File: src/rtl/mult_pkg.sv
// mult_pkg: shared widths, step count and FSM states for the sequential 8x8 multiplier front end
package mult_pkg;
  localparam int WIDTH  = 8;
  localparam int DIGIT  = 2;
  localparam int STEPS  = WIDTH / DIGIT;
  localparam int PROD_W = 2 * WIDTH;
  localparam int K_W    = $clog2(STEPS);
  typedef enum logic {IDLE, ISSUE} state_t;
endpackage

File: src/rtl/pp_digit_mult.sv
// pp_digit_mult: unsigned WIDTH x DIGIT multiply, shifted left by DIGIT*step
module pp_digit_mult
  import mult_pkg::*;
(
  input  logic [WIDTH-1:0]  a,
  input  logic [DIGIT-1:0]  digit,
  input  logic [K_W-1:0]    step,
  output logic [PROD_W-1:0] pp
);
  logic [WIDTH+DIGIT-1:0] prod;
  assign prod = a * digit;
  assign pp = {{(PROD_W-WIDTH-DIGIT){1'b0}}, prod} << (DIGIT * step);
endmodule

File: src/rtl/pp_sequencer_8_bit.sv
// pp_sequencer_8_bit: issues four shifted partial products per 8x8 multiply, framed by pp_first/pp_last
// Optional consumer back-pressure via pp_ready when PP_STALL_EN is defined.
module pp_sequencer_8_bit
  import mult_pkg::*;
(
  input  logic              clk,
  input  logic              rst,
  input  logic              start,
  input  logic [WIDTH-1:0]  a,
  input  logic [WIDTH-1:0]  b,
`ifdef PP_STALL_EN
  input  logic              pp_ready,
`endif
  output logic              ready,
  output logic [PROD_W-1:0] pp,
  output logic              pp_valid,
  output logic              pp_first,
  output logic              pp_last,
  output logic              busy
);
  localparam logic [K_W-1:0] K_LAST = K_W'(STEPS - 1);
  state_t state, state_n;
  logic [K_W-1:0] k, k_n, sel_k;
  logic [WIDTH-1:0] a_reg, b_reg, a_n, b_n, sel_a, sel_b;
  logic [PROD_W-1:0] pp_n, term;
  logic valid_n, first_n, last_n, advance, accept, last_step;
  assign last_step = k == K_LAST;
`ifdef PP_STALL_EN
  assign advance = pp_ready;
  assign ready   = state == IDLE;
`else
  assign advance = 1'b1;
  assign ready   = (state == IDLE) | (state == ISSUE & last_step & advance);
`endif
  assign accept = start & ready;
  assign busy   = state == ISSUE;
  // the registered term is computed one step ahead: from the inputs on accept, else from k+1
  assign sel_k = accept ? '0 : k + K_W'(1);
  assign sel_a = accept ? a : a_reg;
  assign sel_b = accept ? b : b_reg;
  pp_digit_mult u_mult (
    .a(sel_a),
    .digit(sel_b[DIGIT*sel_k +: DIGIT]),
    .step(sel_k),
    .pp(term)
  );
  always_comb begin
    state_n = state;
    k_n     = k;
    a_n     = a_reg;
    b_n     = b_reg;
    pp_n    = pp;
    valid_n = pp_valid;
    first_n = pp_first;
    last_n  = pp_last;
    if (accept) begin
      state_n = ISSUE;
      k_n     = '0;
      a_n     = a;
      b_n     = b;
      pp_n    = term;
      valid_n = 1'b1;
      first_n = 1'b1;
      last_n  = K_LAST == '0;
    end else if (state == ISSUE && advance) begin
      state_n = last_step ? IDLE : ISSUE;
      k_n     = last_step ? '0 : sel_k;
      pp_n    = last_step ? '0 : term;
      valid_n = ~last_step;
      first_n = 1'b0;
      last_n  = ~last_step & (sel_k == K_LAST);
    end
  end
  always_ff @(posedge clk) begin
    if (rst) begin
      state    <= IDLE;
      k        <= '0;
      a_reg    <= '0;
      b_reg    <= '0;
      pp       <= '0;
      pp_valid <= 1'b0;
      pp_first <= 1'b0;
      pp_last  <= 1'b0;
    end else begin
      state    <= state_n;
      k        <= k_n;
      a_reg    <= a_n;
      b_reg    <= b_n;
      pp       <= pp_n;
      pp_valid <= valid_n;
      pp_first <= first_n;
      pp_last  <= last_n;
    end
  end
endmodule

File: config.mk
export PLATFORM = sky130hd
export DESIGN_NAME = pp_sequencer_8_bit
export DESIGN_NICKNAME = d
export VERILOG_FILES = /design/src/rtl/mult_pkg.sv /design/src/rtl/pp_digit_mult.sv /design/src/rtl/pp_sequencer_8_bit.sv
export SDC_FILE = /design/constraint.sdc
export NUM_CORES = 1
export LEC_CHECK = 0
export CELL_PAD_IN_SITES_DETAIL_PLACEMENT = 0
export CELL_PAD_IN_SITES_GLOBAL_PLACEMENT = 1
export CORE_MARGIN = 5
export CORE_UTILIZATION = 39
export CTS_CLUSTER_SIZE = 10
export DETAILED_ROUTE_END_ITERATION = 6
export GPL_TIMING_DRIVEN = 0
export HOLD_SLACK_MARGIN = 0.08
export PLACE_DENSITY = 0.77
export SETUP_SLACK_MARGIN = 0.2
export SLEW_MARGIN = 15
export SYNTH_ARGS = -nofsm -noshare
export SYNTH_HDL_FRONTEND = slang
export SYNTH_HIERARCHICAL = 1
export SYNTH_SLANG_ARGS = --single-unit
File: constraint.sdc
create_clock -name clk -period 4.3 [get_ports clk]
set_clock_uncertainty 0.1 [all_clocks]
set_input_delay 0.86 -clock clk [delete_from_list [all_inputs] [get_ports clk]]
set_output_delay 0.86 -clock clk [all_outputs]
set_load 0.005 [all_outputs]
# Word-level counts from Yosys, hierarchy flattened
# Index checks and enable logic that the tools add are counted.
# word_totals
regBits	38
memories	0
out_inout_bits	21
ramBits	0
elab_cells	36
rom_bits	0
latchBits	0
inputBits	19
# classes
muxes	14
order_cmp	0
n_mul	1
eq_ne	2
bitwise	6
n_reduce_logical	2
n_shift	2
div	0
add_sub_neg	1
# op_table
cell	count
16-bit 2-to-1 mux	3
8-bit 2-to-1 mux	2
10-bit by 3-bit << shifter with 16-bit output	1
8-bit by 2-bit multiplier with 10-bit output	1
8-bit by 4-bit variable part select with 2-bit output	1
1-bit 2-to-1 mux	7
2-bit == test (second input constant)	2
2-bit 2-to-1 mux	2
1-bit AND	3
2-bit by 1-bit adder with 2-bit output (second input constant)	1
1-bit NOT	2
2-bit nonzero test	1
2-bit OR reduction	1
1-bit bitwise OR	1

# Depth between registers and ports, before layout
# Gate-level depths: netlist of the first run.
# depth
ltp_word	11
depth_mapped	16
mapped_depth_nobuf	14

# Hierarchy
# The synthesis of the first run kept the hierarchy.
# by_module_without_submodules
module	cells_each	seq_area_each_um2	area_each_um2	n_inst
pp_sequencer_8_bit	152	760.7	1466.4	1
pp_digit_mult	108	0.0	713.2	1

# Worst setup path after synthesis of the first run
# No wires, ideal clock.
# synth_timing
path_kind	flip-flop to flip-flop
startpoint	register k[0]
endpoint	register pp[11]
t_required_ns	4.083
path_slack_ns	0.843
arrival_time_ns	3.240
setup_ns	0.117
path_stages_with_launch	16
path_buffers	2
synth_period_minus_slack_ns	3.457
path_cell_list	dfxtp_1 -> ha_1 -> and2b_1 -> buf_6 -> clkbuf_1 -> o21ai_0 -> nand2_1 -> and2_1 -> ha_1 -> fa_1 -> a21o_1 -> a21oi_2 -> nor3b_1 -> o311ai_1 -> o22ai_1 -> a22o_1
# synth_via
elab_chain_cells	11
elab_cells_between_ends	15
cone_classes	1 x add/sub; 1 x mul; 1 x eq/ne; 2 x shift; 6 x mux; 3 x bitwise; 1 x reduce/logical
# synth_lines
element	line	rtl
start: declaration	pp_sequencer_8_bit.sv:23	logic [K_W-1:0] k, k_n, sel_k;
start signal: assignment	pp_sequencer_8_bit.sv:86	k <= k_n;
2-bit == test	pp_sequencer_8_bit.sv:27	assign last_step = k == K_LAST;
1-bit AND	pp_sequencer_8_bit.sv:33	assign ready = (state == IDLE) | (state == ISSUE & last_step & advance);
1-bit bitwise OR	pp_sequencer_8_bit.sv:33	
1-bit AND	pp_sequencer_8_bit.sv:35	assign accept = start & ready;
8-bit 2-to-1 mux or 2-bit 2-to-1 mux (tied branches)	pp_sequencer_8_bit.sv:40, pp_sequencer_8_bit.sv:38	
8-bit by 4-bit variable part select with 2-bit output	pp_sequencer_8_bit.sv:43	.digit(sel_b[DIGIT*sel_k +: DIGIT]),
8-bit by 2-bit multiplier with 10-bit output	pp_digit_mult.sv:11	assign prod = a * digit;
10-bit by 3-bit << shifter with 16-bit output *	pp_digit_mult.sv:12	assign pp = {{(PROD_W-WIDTH-DIGIT){1'b0}}, prod} << (DIGIT * step);
via term[11]	pp_sequencer_8_bit.sv:25	logic [PROD_W-1:0] pp_n, term;
16-bit 2-to-1 mux	pp_sequencer_8_bit.sv:68	pp_n = last_step ? '0 : term;
16-bit 2-to-1 mux	pp_sequencer_8_bit.sv:65	end else if (state == ISSUE && advance) begin
16-bit 2-to-1 mux *	pp_sequencer_8_bit.sv:56	if (accept) begin
end signal: assignment	pp_sequencer_8_bit.sv:89	pp <= pp_n;
end: declaration	pp_sequencer_8_bit.sv:15	output logic [PROD_W-1:0] pp,
# Mark *: on every way through the listed nets, which the timed path passes. The rest lies on a longest branch. The select of a mux whose other input is x is not followed.
# A chain may end at the register's enable or synchronous reset.

# Worst setup path in the final report of the first run
# layout_timing
startpoint	input start
endpoint	register pp[11]
# layout_via
elab_chain_cells	8
elab_cells_between_ends	11
cone_classes	1 x mul; 2 x shift; 6 x mux; 1 x bitwise; 1 x reduce/logical
# layout_lines
element	line	rtl
start: declaration	pp_sequencer_8_bit.sv:8	input logic start,
1-bit AND *	pp_sequencer_8_bit.sv:35	
8-bit 2-to-1 mux or 2-bit 2-to-1 mux (tied branches)	pp_sequencer_8_bit.sv:40, pp_sequencer_8_bit.sv:38	
8-bit by 4-bit variable part select with 2-bit output	pp_sequencer_8_bit.sv:43	
8-bit by 2-bit multiplier with 10-bit output	pp_digit_mult.sv:11	
10-bit by 3-bit << shifter with 16-bit output *	pp_digit_mult.sv:12	
via term[11]	pp_sequencer_8_bit.sv:25	
16-bit 2-to-1 mux	pp_sequencer_8_bit.sv:68	
16-bit 2-to-1 mux	pp_sequencer_8_bit.sv:65	
16-bit 2-to-1 mux *	pp_sequencer_8_bit.sv:56	
# Marks and branches as above.

==> metrics.yaml, run 1 <==
worst_setup_path:
  worstPathArrival_ns: 3.99
  crit_fanout: 10
  startpoint_type: "input port"
  cp-end-kind: "register"
  worstSetupPathType: "input port to register"
  crit_required_ns: 4.38
clock_tree:
  clockBufferDepth: 2
  cts_tree: "built"
  path_clk_slew_ns: 0.07
  cts_buffers: 5
  clk_latency_ns: 0.29
  hold_buffers: 0
  cts_max_level: 2
  post_cts_buffers: 0
  ctsRootBufferMaster: "clkbuf_8"
  clock_sinks: 38
route:
  viasPerCell: 5.36
  drcViolationCount: 0
  vias: 2026
  avgRoutedWirePerCell_um: 14.2
  detail-route-antenna-nets: 0
  drtPass1Iterations: 4
  detail_route.iter0.violations: 102
  drt-total-wl_mm: 5.36
synth:
  synthAdderAreaFrac: 0.0551
  synth_edf_count: 0
  synth_xor_area_frac: 0.0195
  ys_types: 43
  synthMuxAreaShare: 0.0390
  synth_fp_nets: 288
  synth_top_family_by_area: "compound AO/OA/AOI/OAI gates"
  synth_seq_cells: 38
  syn_area_sq_um: 2180
  syn_avg_cell_area_sq_um: 8.38
  yosys-top-cells-count: "38 x dfxtp_1, 28 x a21oi_1, 25 x o21ai_0, 22 x nand2_1"
  yosysWarnings: 6
  async_reset_ff_frac: 0
  synth_compound_area_frac: 0.285
  synth_top_area_share: 0.349
  yosys.area.top_type: "dfxtp_1"
  synthTopCellsByArea: "dfxtp_1 35%, a21oi_1 6.4%, a22o_1 6.4%"
  postSynthCellCount: 260
  synthSimpleGateAreaFrac: 0.192
  ys.flop_type: "dfxtp_1"
  synth.most_common_cell: "dfxtp_1"
  yosysSeqAreaShare: 0.349
timing:
  grt_setup_unrepaired: "no"
  timing.hold.ws_ns: 0.357
  fin_ws_ns: 0.391
  worst_pin_slew_ns: 0.560
  setup_tns_ns: 0
  hold_viol_final: 0
  post-route-period-util: 0.909
  setup_violations: 0
  finalMaxSlewViolations: 0
  min_period_ns: 3.91
  timing.slew.headroom: 0.627
  fmax_ghz: 0.256
status:
  status: "finished, final reports clean"
layout:
  final_core_util: 0.512
  antenna-diode-count: 0
  area_growth_pct: 28.5
  largest_reg_flops: 16
  num-nets-final: 334
  drive_above_1_share: 0.114
floorplanning:
  die_w_um: 84.8
  dieHeight_um: 84.8
  core-area_sq_um: 5470
  dieArea_sq_um: 7180
  row_count: 27
  initial_core_util: 0.398
  io_pins: 40
placed_design:
  place.gp.congestion: 0.853
  dp_slack_ns: -0.249
  hpwlAfterDp_mm: 4.18
  port_buffers: 39
min_path:
  hold_class: "register to register"
pwr:
  leakage_nw: 1.11
  power_switching_uw: 237
  internal_power_uw: 646
  clkPwrFrac: 0.351
  peakVddDrop_uv: 172
  p_seq_frac: 0.431
  switching_share: 0.268
  power_uw: 883
  combPwrFrac: 0.218
  p_per_area_nw_per_um2: 315
run:
  maxCapViolCount: 0
global_routing:
  first_global_vias: 1962
  antenna_found_initial: 0
  grt_first_pass_wirelength_mm: 9.13
  grtUsageTotal: 0.152
  grt_max_degree: 12
  overflow: 0
cell families after synthesis:
family,after synthesis
xor+xnor,4
compound gates,95
fa+ha+maj,9
buf+inv,25
flops,38
simple gates,83
mux,6
worst paths after layout:
path                            startpoint        to  slack [ns]  cells past startpoint
worst max-delay path                 start    pp[11]        0.39                     14
worst min-delay path              pp_valid  pp_valid        0.36                      1
worst max register to register        k[0]    pp[11]        0.55                     15
worst min register to register    pp_valid  pp_valid        0.36                      1
metal layers:
layer	share of wire	GRT usage
met5	0	0
met4	0.011	0.0374
met3	0.052	0.0304
met2	0.46	0.259
met1	0.48	0.197
through the flow:
step	cells	instance area [sq um]
after global routing	378	2800
after global placement	371	2660
after detailed placement	371	2660
after CTS	378	2790
after floorplan	260	2180
final	378	2800
power by group through the flow:
stage | clock network (mW) | logic [mW] | registers [mW]
after floorplan | 0 | 0.119 | 0.387
after global placement | 0 | 0.188 | 0.388
after detailed placement | 0 | 0.189 | 0.389
after CTS | 0.315 | 0.192 | 0.381
after global routing | 0.326 | 0.215 | 0.383
final | 0.310 | 0.193 | 0.381
final cells by class:
class                      instances  area, sq um
buffer                            19          111
clock buffer                       6         82.6
clock inverter                     1         30.0
fill                             548         2670
inverter                           6         22.5
multi-input combinational        197         1310
sequential                        38          762
tap                               72         90.1
timing repair buffer              39          390
worst max-delay path, cell delays in order:
cell and delay, ns:
clkdlybuf4s50_1 0.54, inv_1 0.07, clkbuf_2 0.19, o21ai_1 0.19
nand2_2 0.12, and2_1 0.16, ha_1 0.25, fa_1 0.43
a21o_1 0.21, a21oi_4 0.23, nor3b_1 0.09, o311ai_2 0.29
o22ai_1 0.15, a22o_1 0.21
cell usage in the layout, fill, tap and decap left out, drive strengths merged, types with 8 or more instances in the layout:
cell and n:
a21oi 30, nand3 16, nand2 22, nor2 13, clkdlybuf4s50 39, ha 8
o21ai 29, clkbuf 16, and2 16, dfxtp 38, a22o 16, buf 9
repair_timing:
| action | CTS | global route |
|---|---|---|
| pin swaps | 0 | 1 |
| gates resized for setup | 3 | 12 |
| gates cloned | 0 | 0 |
| endpoints found under the setup margin | 2 | 6 |
(Power assumes the default switching activity.)
==> run 2: changes to the inputs <==
--- a/config.mk
+++ b/config.mk
@@ -11,6 +11,7 @@
 export CORE_UTILIZATION = 39
 export CTS_CLUSTER_SIZE = 10
 export DETAILED_ROUTE_END_ITERATION = 6
+export GPL_ROUTABILITY_DRIVEN = 0
 export GPL_TIMING_DRIVEN = 0
 export HOLD_SLACK_MARGIN = 0.08
 export PLACE_DENSITY = 0.77
==> results of run 2 <==
The final DEF is identical to that of run 1; final timing and power are the same.
==> run 3: changes to the inputs <==
--- a/config.mk
+++ b/config.mk
@@ -9,7 +9,7 @@
 export CELL_PAD_IN_SITES_GLOBAL_PLACEMENT = 1
 export CORE_MARGIN = 5
 export CORE_UTILIZATION = 39
-export CTS_CLUSTER_SIZE = 10
+export CTS_CLUSTER_DIAMETER = 100
 export DETAILED_ROUTE_END_ITERATION = 6
 export GPL_ROUTABILITY_DRIVEN = 0
 export GPL_TIMING_DRIVEN = 0
==> results of run 3 <==
The final DEF is identical to that of run 1; final timing and power are the same.
